===== src/rtl/pla_sweep_pkg.sv =====
// Shared types and widths for the PLA sweeper: FSM state encoding and the
// fixed PLA pin counts of the C64 part.
package pla_sweep_pkg;

  localparam int PLA_IN_W     = 16;
  localparam int PLA_OUT_W    = 8;
  localparam int GLITCH_CNT_W = 16;

  typedef enum logic [2:0] {
    IDLE,
    SETTLE,
    SAMPLE_A,
    SAMPLE_B,
    EMIT,
    DONE
  } sweep_state_t;

endpackage


===== src/rtl/pla_sweeper_sync_2ff.sv =====
// Two-flop synchroniser for the asynchronous PLA outputs. The data path is
// deliberately reset-free; the sweeper never samples it until well after reset.
module sync_2ff #(
  parameter int WIDTH = 8
) (
  input  logic             clk,
  input  logic [WIDTH-1:0] d,
  output logic [WIDTH-1:0] q
);

  logic [WIDTH-1:0] meta_reg;
  logic [WIDTH-1:0] q_reg;

  always_ff @(posedge clk) begin
    meta_reg <= d;
    q_reg    <= meta_reg;
  end

  assign q = q_reg;

endmodule


===== src/rtl/pla_sweeper.sv =====
// Drives the PLA inputs through an inclusive address range, double-samples
// the settled outputs and streams (address, data, glitch) over valid/ready.
module pla_sweeper
  import pla_sweep_pkg::*;
#(
  parameter int SETTLE_CYCLES = 8,
  parameter int ADDR_W        = PLA_IN_W,
  parameter int DATA_W        = PLA_OUT_W
) (
  input  logic                    clk,
  input  logic                    rst_n,
  input  logic                    start,
  input  logic                    abort,
  input  logic [ADDR_W-1:0]       start_addr,
  input  logic [ADDR_W-1:0]       end_addr,
  output logic [ADDR_W-1:0]       pla_i,
  input  logic [DATA_W-1:0]       pla_f,
  output logic                    res_valid,
  input  logic                    res_ready,
  output logic [ADDR_W-1:0]       res_addr,
  output logic [DATA_W-1:0]       res_data,
  output logic                    res_glitch,
  output logic                    busy,
  output logic                    done,
  output logic [GLITCH_CNT_W-1:0] glitch_count
);

  localparam int CNT_W = $clog2(SETTLE_CYCLES);
  localparam logic [CNT_W-1:0] SETTLE_LOAD = CNT_W'(SETTLE_CYCLES - 1);
  localparam logic [GLITCH_CNT_W-1:0] GLITCH_MAX = '1;

  sweep_state_t              state_reg;
  logic [ADDR_W-1:0]         cur_reg;
  logic [ADDR_W-1:0]         end_reg;
  logic [ADDR_W-1:0]         pla_i_reg;
  logic [CNT_W-1:0]          cnt_reg;
  logic [DATA_W-1:0]         s1_reg;
  logic [DATA_W-1:0]         s2_reg;
  logic                      res_valid_reg;
  logic                      res_glitch_reg;
  logic                      busy_reg;
  logic                      done_reg;
  logic [GLITCH_CNT_W-1:0]   glitch_count_reg;
  logic [DATA_W-1:0]         sync_f;
  logic [ADDR_W-1:0]         cur_next;
  logic                      differ;

  sync_2ff #(
    .WIDTH (DATA_W)
  ) u_sync (
    .clk (clk),
    .d   (pla_f),
    .q   (sync_f)
  );

  assign cur_next = cur_reg + ADDR_W'(1);
  assign differ   = (s1_reg != sync_f);

  always_ff @(posedge clk) begin
    if (!rst_n) begin
      state_reg        <= IDLE;
      cur_reg          <= '0;
      end_reg          <= '0;
      pla_i_reg        <= '0;
      cnt_reg          <= '0;
      s1_reg           <= '0;
      s2_reg           <= '0;
      res_valid_reg    <= 1'b0;
      res_glitch_reg   <= 1'b0;
      busy_reg         <= 1'b0;
      done_reg         <= 1'b0;
      glitch_count_reg <= '0;
    end else if (state_reg != IDLE && abort) begin
      // Abort drops any pending result as consumed; drive and count are kept.
      state_reg     <= IDLE;
      res_valid_reg <= 1'b0;
      busy_reg      <= 1'b0;
      done_reg      <= 1'b0;
    end else begin
      case (state_reg)
        IDLE: begin
          if (start) begin
            cur_reg          <= start_addr;
            end_reg          <= end_addr;
            pla_i_reg        <= start_addr;
            cnt_reg          <= SETTLE_LOAD;
            glitch_count_reg <= '0;
            busy_reg         <= 1'b1;
            state_reg        <= SETTLE;
          end
        end
        SETTLE: begin
          if (cnt_reg == '0) begin
            state_reg <= SAMPLE_A;
          end else begin
            cnt_reg <= cnt_reg - CNT_W'(1);
          end
        end
        SAMPLE_A: begin
          s1_reg    <= sync_f;
          state_reg <= SAMPLE_B;
        end
        SAMPLE_B: begin
          s2_reg         <= sync_f;
          res_glitch_reg <= differ;
          res_valid_reg  <= 1'b1;
          if (differ && glitch_count_reg != GLITCH_MAX) begin
            glitch_count_reg <= glitch_count_reg + GLITCH_CNT_W'(1);
          end
          state_reg <= EMIT;
        end
        EMIT: begin
          if (res_ready) begin
            res_valid_reg <= 1'b0;
            // Termination compares cur itself, so a full 0..FFFF sweep ends cleanly.
            if (cur_reg == end_reg) begin
              done_reg  <= 1'b1;
              state_reg <= DONE;
            end else begin
              cur_reg   <= cur_next;
              pla_i_reg <= cur_next;
              cnt_reg   <= SETTLE_LOAD;
              state_reg <= SETTLE;
            end
          end
        end
        DONE: begin
          done_reg  <= 1'b0;
          busy_reg  <= 1'b0;
          state_reg <= IDLE;
        end
        default: begin
          state_reg <= IDLE;
        end
      endcase
    end
  end

  assign pla_i        = pla_i_reg;
  assign res_valid    = res_valid_reg;
  assign res_addr     = cur_reg;
  assign res_data     = s2_reg;
  assign res_glitch   = res_glitch_reg;
  assign busy         = busy_reg;
  assign done         = done_reg;
  assign glitch_count = glitch_count_reg;

endmodule


===== config.mk =====
export PLATFORM = sky130hd
export DESIGN_NAME = pla_sweeper
export DESIGN_NICKNAME = d
export VERILOG_FILES = /design/src/rtl/pla_sweep_pkg.sv /design/src/rtl/pla_sweeper_sync_2ff.sv /design/src/rtl/pla_sweeper.sv
export SDC_FILE = /design/constraint.sdc
export NUM_CORES = 1
export LEC_CHECK = 0
export ABC_CLOCK_PERIOD_IN_PS = 3400
export BUFFER_PORTS_ARGS = -buffer_cell sky130_fd_sc_hd__buf_2
export CORE_MARGIN = 2
export CORE_UTILIZATION = 25
export DETAILED_ROUTE_END_ITERATION = 8
export PLACE_DENSITY = 0.47
export SYNTH_ARGS = -nofsm -noshare
export SYNTH_HDL_FRONTEND = slang
export SYNTH_SLANG_ARGS = --single-unit

===== constraint.sdc =====
create_clock -name clk -period 3.4 [get_ports clk]
set_input_delay 0 -clock clk [delete_from_list [all_inputs] [get_ports clk]]
set_output_delay 0 -clock clk [all_outputs]
set_load 0.03 [all_outputs]

==> out/qor.yml, run 1 <==
critical_path:
  reg2reg_depth: 6
  crit_slowest_cell: "dfxtp_1"
  worstPathMaxFanout: 17
  timing.rr.end: "pla_i[9]"
  required_ps: 3640
  worst_setup_path_start_kind: "flop"
  rrSetupSlack_ps: 700
  crit_path_start: "state_reg[2]"
  crit_chain: "or3b_1 -> buf_4 -> nor4_1 -> and2_1 -> a21oi_1 -> o221a_2"
  timing.rr.start: "state_reg[2]"
  end_kind: "flop"
  max_stage_delay_ps: 610
  worstPathArrival_ps: 2940
  crit_type: "reg2reg"
  cp_num_buf_inv: 1
  cp_top_family: "simple AND/OR/NAND/NOR gates"
power:
  ir_worst_vdd_uv: 241
  leakage_uw: 0.00229
  pwr_density_cell_nw_per_um2: 491
detailed_routing:
  dr_total_vias: 4399
  dr.pass1.iters: 5
  totalWireLength_um: 13900
  routedWlPerCell_um: 15.8
  drtAntennaViolNets: 0
  drt_iter0_drc: 320
  viasPerCell: 4.99
  drc: 0
global_route:
  grtUsageTotal: 0.150
  grt_pass1_wl_um: 22400
  grt_start_max_net_pins: 43
  grt_pass1_vias: 4247
  grt_overflow: 0
  antenna_found_initial: 0
outcome:
  status: "complete, no violations"
synthesis:
  synthesis.nets: 598
  ys_seq_area_frac: 0.406
  netlist-cell-type-count: 59
  synth_area_um2: 4440
  async_flop_share: 0
  synth-edff-count: 0
  syn_area_per_cell_um2: 8.09
  synth_cells: 549
  synth_flop_cell: "dfxtp_1"
  yosys_warnings: 0
  ys_ff_latch: 90
final_layout:
  final_area_um2: 5610
  drive_above_1_share: 0.212
  nFillCells: 1854
  antenna_cells: 0
  nNetsFinal: 700
  multi_input_area_um2: 2350
  finalCoreUtilization: 0.323
  regArea_um2: 1800
  areaGrowthSynthToFinish_pct: 26.4
clocking:
  clk_pin_slew_ps: 70
  numCtsBuffers: 9
  h-tree-depth: 3
  post_cts_buffers: 0
  worst_skew_pair.late_latency_ps: 340
  root_buffer: "clkbuf_16"
  cts_tree: "yes"
  clk_path_buf_depth: 2
  cts_sinks: 90
min_path:
  holdPathEnd: "state_reg[0]"
  holdPathStages: 3
  hold_path_class: "in2reg"
  hold_path.startpoint: "start"
die:
  pin_count: 105
  die-area_um2: 18800
  die_h_um: 137
  start_util: 0.256
  coreArea_um2: 17400
  chipWidth_um: 137
  fp-row-count: 48
sta:
  finalClockSkew_ps: 7.54
  finalHoldViolations: 0
  worst_pin_slew_ps: 923
  final.setup.tns_ps: 0
  rsz0062_at_grt: "false"
  min_period_ps: 2700
  slew_headroom: 0.380
  whs_ps: 17.0
  setup_viol_count_final: 0
  fmax_ghz: 0.370
  drv_slew: 0
  finalCritPeriodShare: 0.795
placement:
  place.gp.congestion: 0.870
  port_buffers: 104
  dpl-instance-area_um2: 5050
  hpwlAfterDp_um: 9840
job:
  cap_violations: 0
[per-layer routing]
metal / share of wire / global-route usage / up-vias
met4: 0.022 / 0.0464 / 0
met2: 0.47 / 0.255 / 182
met3: 0.061 / 0.0280 / 20
met1: 0.45 / 0.191 / 2039
li1: - / - / 2158
met5: 0 / 0 / -
[cell usage in the layout, fill, tap and decap left out, drive strengths merged, types with 5 or more instances in the layout]
cell / instances
nand4: 7
nand2: 121
nand3: 17
dlygate4sd3: 26
nand2b: 8
a21oi: 49
nor2b: 6
o21ai: 20
nor2: 14
a31oi: 8
inv: 14
buf: 113
or3: 6
and3: 7
nor3: 13
o21a: 5
nor4: 15
mux2i: 8
clkbuf: 9
o32ai: 5
dfxtp: 90
xor2: 25
[timing repair]
action | in CTS | in global routing
setup endpoints to repair | 0 | 0
hold endpoints to repair | 26 | 0
hold buffers | 26 | 0
gates resized for setup | 0 | 0
[how the worst max path moves through the flow]
stage	to	slack [ps]	cells after the start
floorplan	glitch_count[9]	1280	7
global placement	pla_i[9]	780	6
detailed placement	pla_i[9]	740	6
CTS	pla_i[9]	730	6
global route	pla_i[13]	430	7
finish	pla_i[9]	700	6
[per-stage QoR]
stage | std cells | setup WS, ps | total power, uW
2_1_floorplan | 549 | 1280 | 1600
5_1_grt | 881 | 434 | 2890
6_report | 881 | 696 | 2750
4_1_cts | 881 | 734 | 2790
3_3_place_gp | 839 | 776 | 1750
3_5_place_dp | 839 | 740 | 1750
[cell usage after synthesis, types with 3 or more instances]
cell,count,area [um^2]
nor4_1,14,87.6
nand2_1,121,454
o211ai_1,3,22.5
o21a_1,5,37.5
a221oi_1,4,35.0
and3_1,7,43.8
a211oi_1,4,30.0
a21oi_1,49,245
xor2_1,25,219
o21ai_0,18,90.1
o31ai_1,4,30.0
buf_4,16,120
nand3_1,17,85.1
dfxtp_1,90,1800
nand3b_1,4,30.0
o221ai_1,4,35.0
or3_1,6,37.5
nor3_1,13,65.1
buf_2,6,30.0
nand4_1,7,43.8
o32ai_1,4,35.0
o221a_2,3,33.8
a311oi_1,4,35.0
ha_1,4,50.1
o22ai_1,3,18.8
nand2b_1,8,50.1
nor2_1,14,52.6
inv_1,9,33.8
nor2b_1,6,37.5
a22oi_1,3,22.5
clkbuf_1,24,90.1
mux2i_1,8,80.1
a31oi_1,8,50.1
[area by class of cell]
cell class | count | share of cell area
Clock buffer | 9 | 0.0401
Tap cell | 225 | 0.0502
Clock inverter | 7 | 0.0132
Sequential cell | 90 | 0.321
Multi-Input combinational cell | 402 | 0.418
Timing Repair Buffer | 139 | 0.151
Inverter | 9 | 0.00602
[cells by family (layout without fill, tap and decap cells)]
logic type | count (synthesis) | count (layout) | synth area share
flip-flops | 90 | 90 | 0.406
adder cells (fa/ha/maj) | 4 | 4 | 0.0113
buffers and inverters | 57 | 164 | 0.0668
multiplexers | 9 | 9 | 0.0206
AND/OR/NAND/NOR | 229 | 229 | 0.246
XOR/XNOR | 25 | 25 | 0.0493
AO/OA/AOI/OAI | 135 | 135 | 0.201
[power by group]
group          switching [uW]  internal [uW]  total [uW]
Sequential                100           1120        1220
Clock                     480            522        1000
Combinational             332            197         530
[worst register-to-register path, stage by stage, from the launching register on]
cell	delay, ps
dfxtp_1	610
or3b_1	390
buf_4	180
nor4_1	330
and2_1	510
a21oi_1	260
o221a_2	320
(Power assumes the default switching activity.)
==> inputs of run 2 (changes only) <==
Settings changed: ABC_CLOCK_PERIOD_IN_PS 3400 to 2450, PLACE_DENSITY 0.47 to 0.49.
Clock period 3.4 ns to 2.45 ns, I/O delays scaled along.
==> run 2 against run 1 <==
Worst hold slack better by 8.4 ps. Sequential share of layout area down 1.1 points. Worst setup slack worse by 450 ps. Power up 39%. Clock skew about the same. Via count up 3.0%. Clock power up 36%. Register-to-register slack worse by 450 ps. Global-route usage up 0.18 points.
==> out/qor.yml, run 2 (synthesis gave the netlist of run 1 again) <==
outcome:
  status: "complete, no violations"
die:
  pin_count: 105
  start_util: 0.256
  die-area_um2: 18800
  chipWidth_um: 137
  die_h_um: 137
  coreArea_um2: 17400
  fp-row-count: 48
power:
  pwr_density_cell_nw_per_um2: 662
  ir_worst_vdd_uv: 323
  p_total_uw: 3840
  leakage_uw: 0.00242
sta:
  finalHoldViolations: 0
  setup_viol_count_final: 0
  finalClockSkew_ps: 7.24
  rsz0062_at_grt: "false"
  final.setup.tns_ps: 0
  min_period_ps: 2200
  finalCritPeriodShare: 0.898
  drv_slew: 0
  fmax_ghz: 0.455
  setup_ws_ps: 251
  slew_headroom: 0.564
  worst_pin_slew_ps: 650
global_route:
  grt_overflow: 0
  grt_pass1_vias: 4294
  grtUsageTotal: 0.152
  busiest_layer: "met2"
  grt_pass1_wl_um: 22100
  antenna_found_initial: 0
  grt_start_max_net_pins: 42
  met1_usage: 0.186
  use_met3: 0.0405
  met2_usage: 0.254
clocking:
  cts_tree: "yes"
  cts_sinks: 90
  worst_skew_pair.late_latency_ps: 350
  numCtsBuffers: 9
  ctsResizeCount: 0
  root_buffer: "clkbuf_16"
  clk_path_buf_depth: 2
  h-tree-depth: 3
  post_cts_buffers: 0
  clk_pin_slew_ps: 70
detailed_routing:
  drt_iter0_drc: 267
  routedWlPerCell_um: 15.5
  drc: 0
  viasPerCell: 4.99
  drtAntennaViolNets: 0
  totalWireLength_um: 14000
  dr_total_vias: 4531
  dr.pass1.iters: 5
min_path:
  hold_path_class: "in2reg"
  hold_path.startpoint: "start_addr[2]"
final_layout:
  nNetsFinal: 727
  finalCoreUtilization: 0.334
  stdcell_count: 908
  antenna_cells: 0
  areaGrowthSynthToFinish_pct: 30.6
  final_common_cell: "nand2_1"
  drive_above_1_share: 0.243
  nFillCells: 1813
  final_cell_mix: "nand2_1 (121), buf_2 (104), dfxtp_1 (90)"
critical_path:
  crit_chain: "buf_4 -> or4b_2 -> o21ai_0 -> nand3_1 -> a21o_1 -> o221a_2"
  required_ps: 2690
  crit_slowest_cell: "or4b_2"
  reg2reg_depth: 6
  cp_num_cells: 6
  cp-endpoint: "cnt_reg[2]"
  max_stage_delay_ps: 670
  timing.rr.start: "state_reg[1]"
  worstPathMaxFanout: 9
  end_kind: "flop"
  worst_setup_path_start_kind: "flop"
  worstPathArrival_ps: 2440
  cp_top_family: "simple AND/OR/NAND/NOR gates"
  crit_type: "reg2reg"
  cp_num_buf_inv: 1
  timing.rr.end: "cnt_reg[2]"
  crit_path_start: "state_reg[1]"
  rrSetupSlack_ps: 250
placement:
  hpwlAfterDp_um: 10200
  post-place-ws_ps: 302
  dp_cells: 866
  place.gp.congestion: 0.871
  port_buffers: 104
job:
  cap_violations: 0
==> run 2: worst min path at each step <==
stage,depth (start not counted),end
floorplan,0,u_sync.meta_reg[0]
detailed placement,1,u_sync.meta_reg[4]
global placement,1,u_sync.meta_reg[1]
CTS,5,pla_i[2]
finish,5,pla_i[2]
global route,3,pla_i[15]
==> run 2: final cells by class <==
class | count | area, um^2 | share of cell area
inverters | 9 | 33.8 | 0.00582
well taps | 225 | 282 | 0.0485
clock buffers | 9 | 225 | 0.0388
multi-input cells | 402 | 2350 | 0.405
clock inverters | 7 | 61.3 | 0.0106
flip-flops and latches | 90 | 1800 | 0.310
repair buffers | 166 | 1050 | 0.181
==> run 2: routing by layer <==
metal,routed length (um),up-vias
met5,0,-
met4,269,0
met3,904,21
met2,6680,174
met1,6190,2127
li1,-,2209
==> run 2: where the power goes <==
group / internal (uW) / switching [uW] / total (uW)
clock: 706 / 652 / 1360
combinational: 314 / 509 / 824
sequential: 1560 / 100 / 1660
==> run 2: per-stage QoR <==
step	hold WS (ps)	instance area, um^2
final	25.4	5800
after global routing	40.6	5800
after CTS	11.6	5800
after detailed placement	104	5260
after global placement	104	5260
after floorplan	27.7	4440
==> run 2: tightest hold or removal path, delay by kind of cell <==
| kind | cells | cell delay, ps |
|---|---|---|
| AND/OR/NAND/NOR | 3 | 170 |
| buffers and inverters | 1 | 100 |
| AO/OA/AOI/OAI | 1 | 70 |
==> run 2: timing repair <==
action,in CTS,in global routing
setup endpoints to repair,0,0
hold buffers,26,0
hold endpoints to repair,26,0
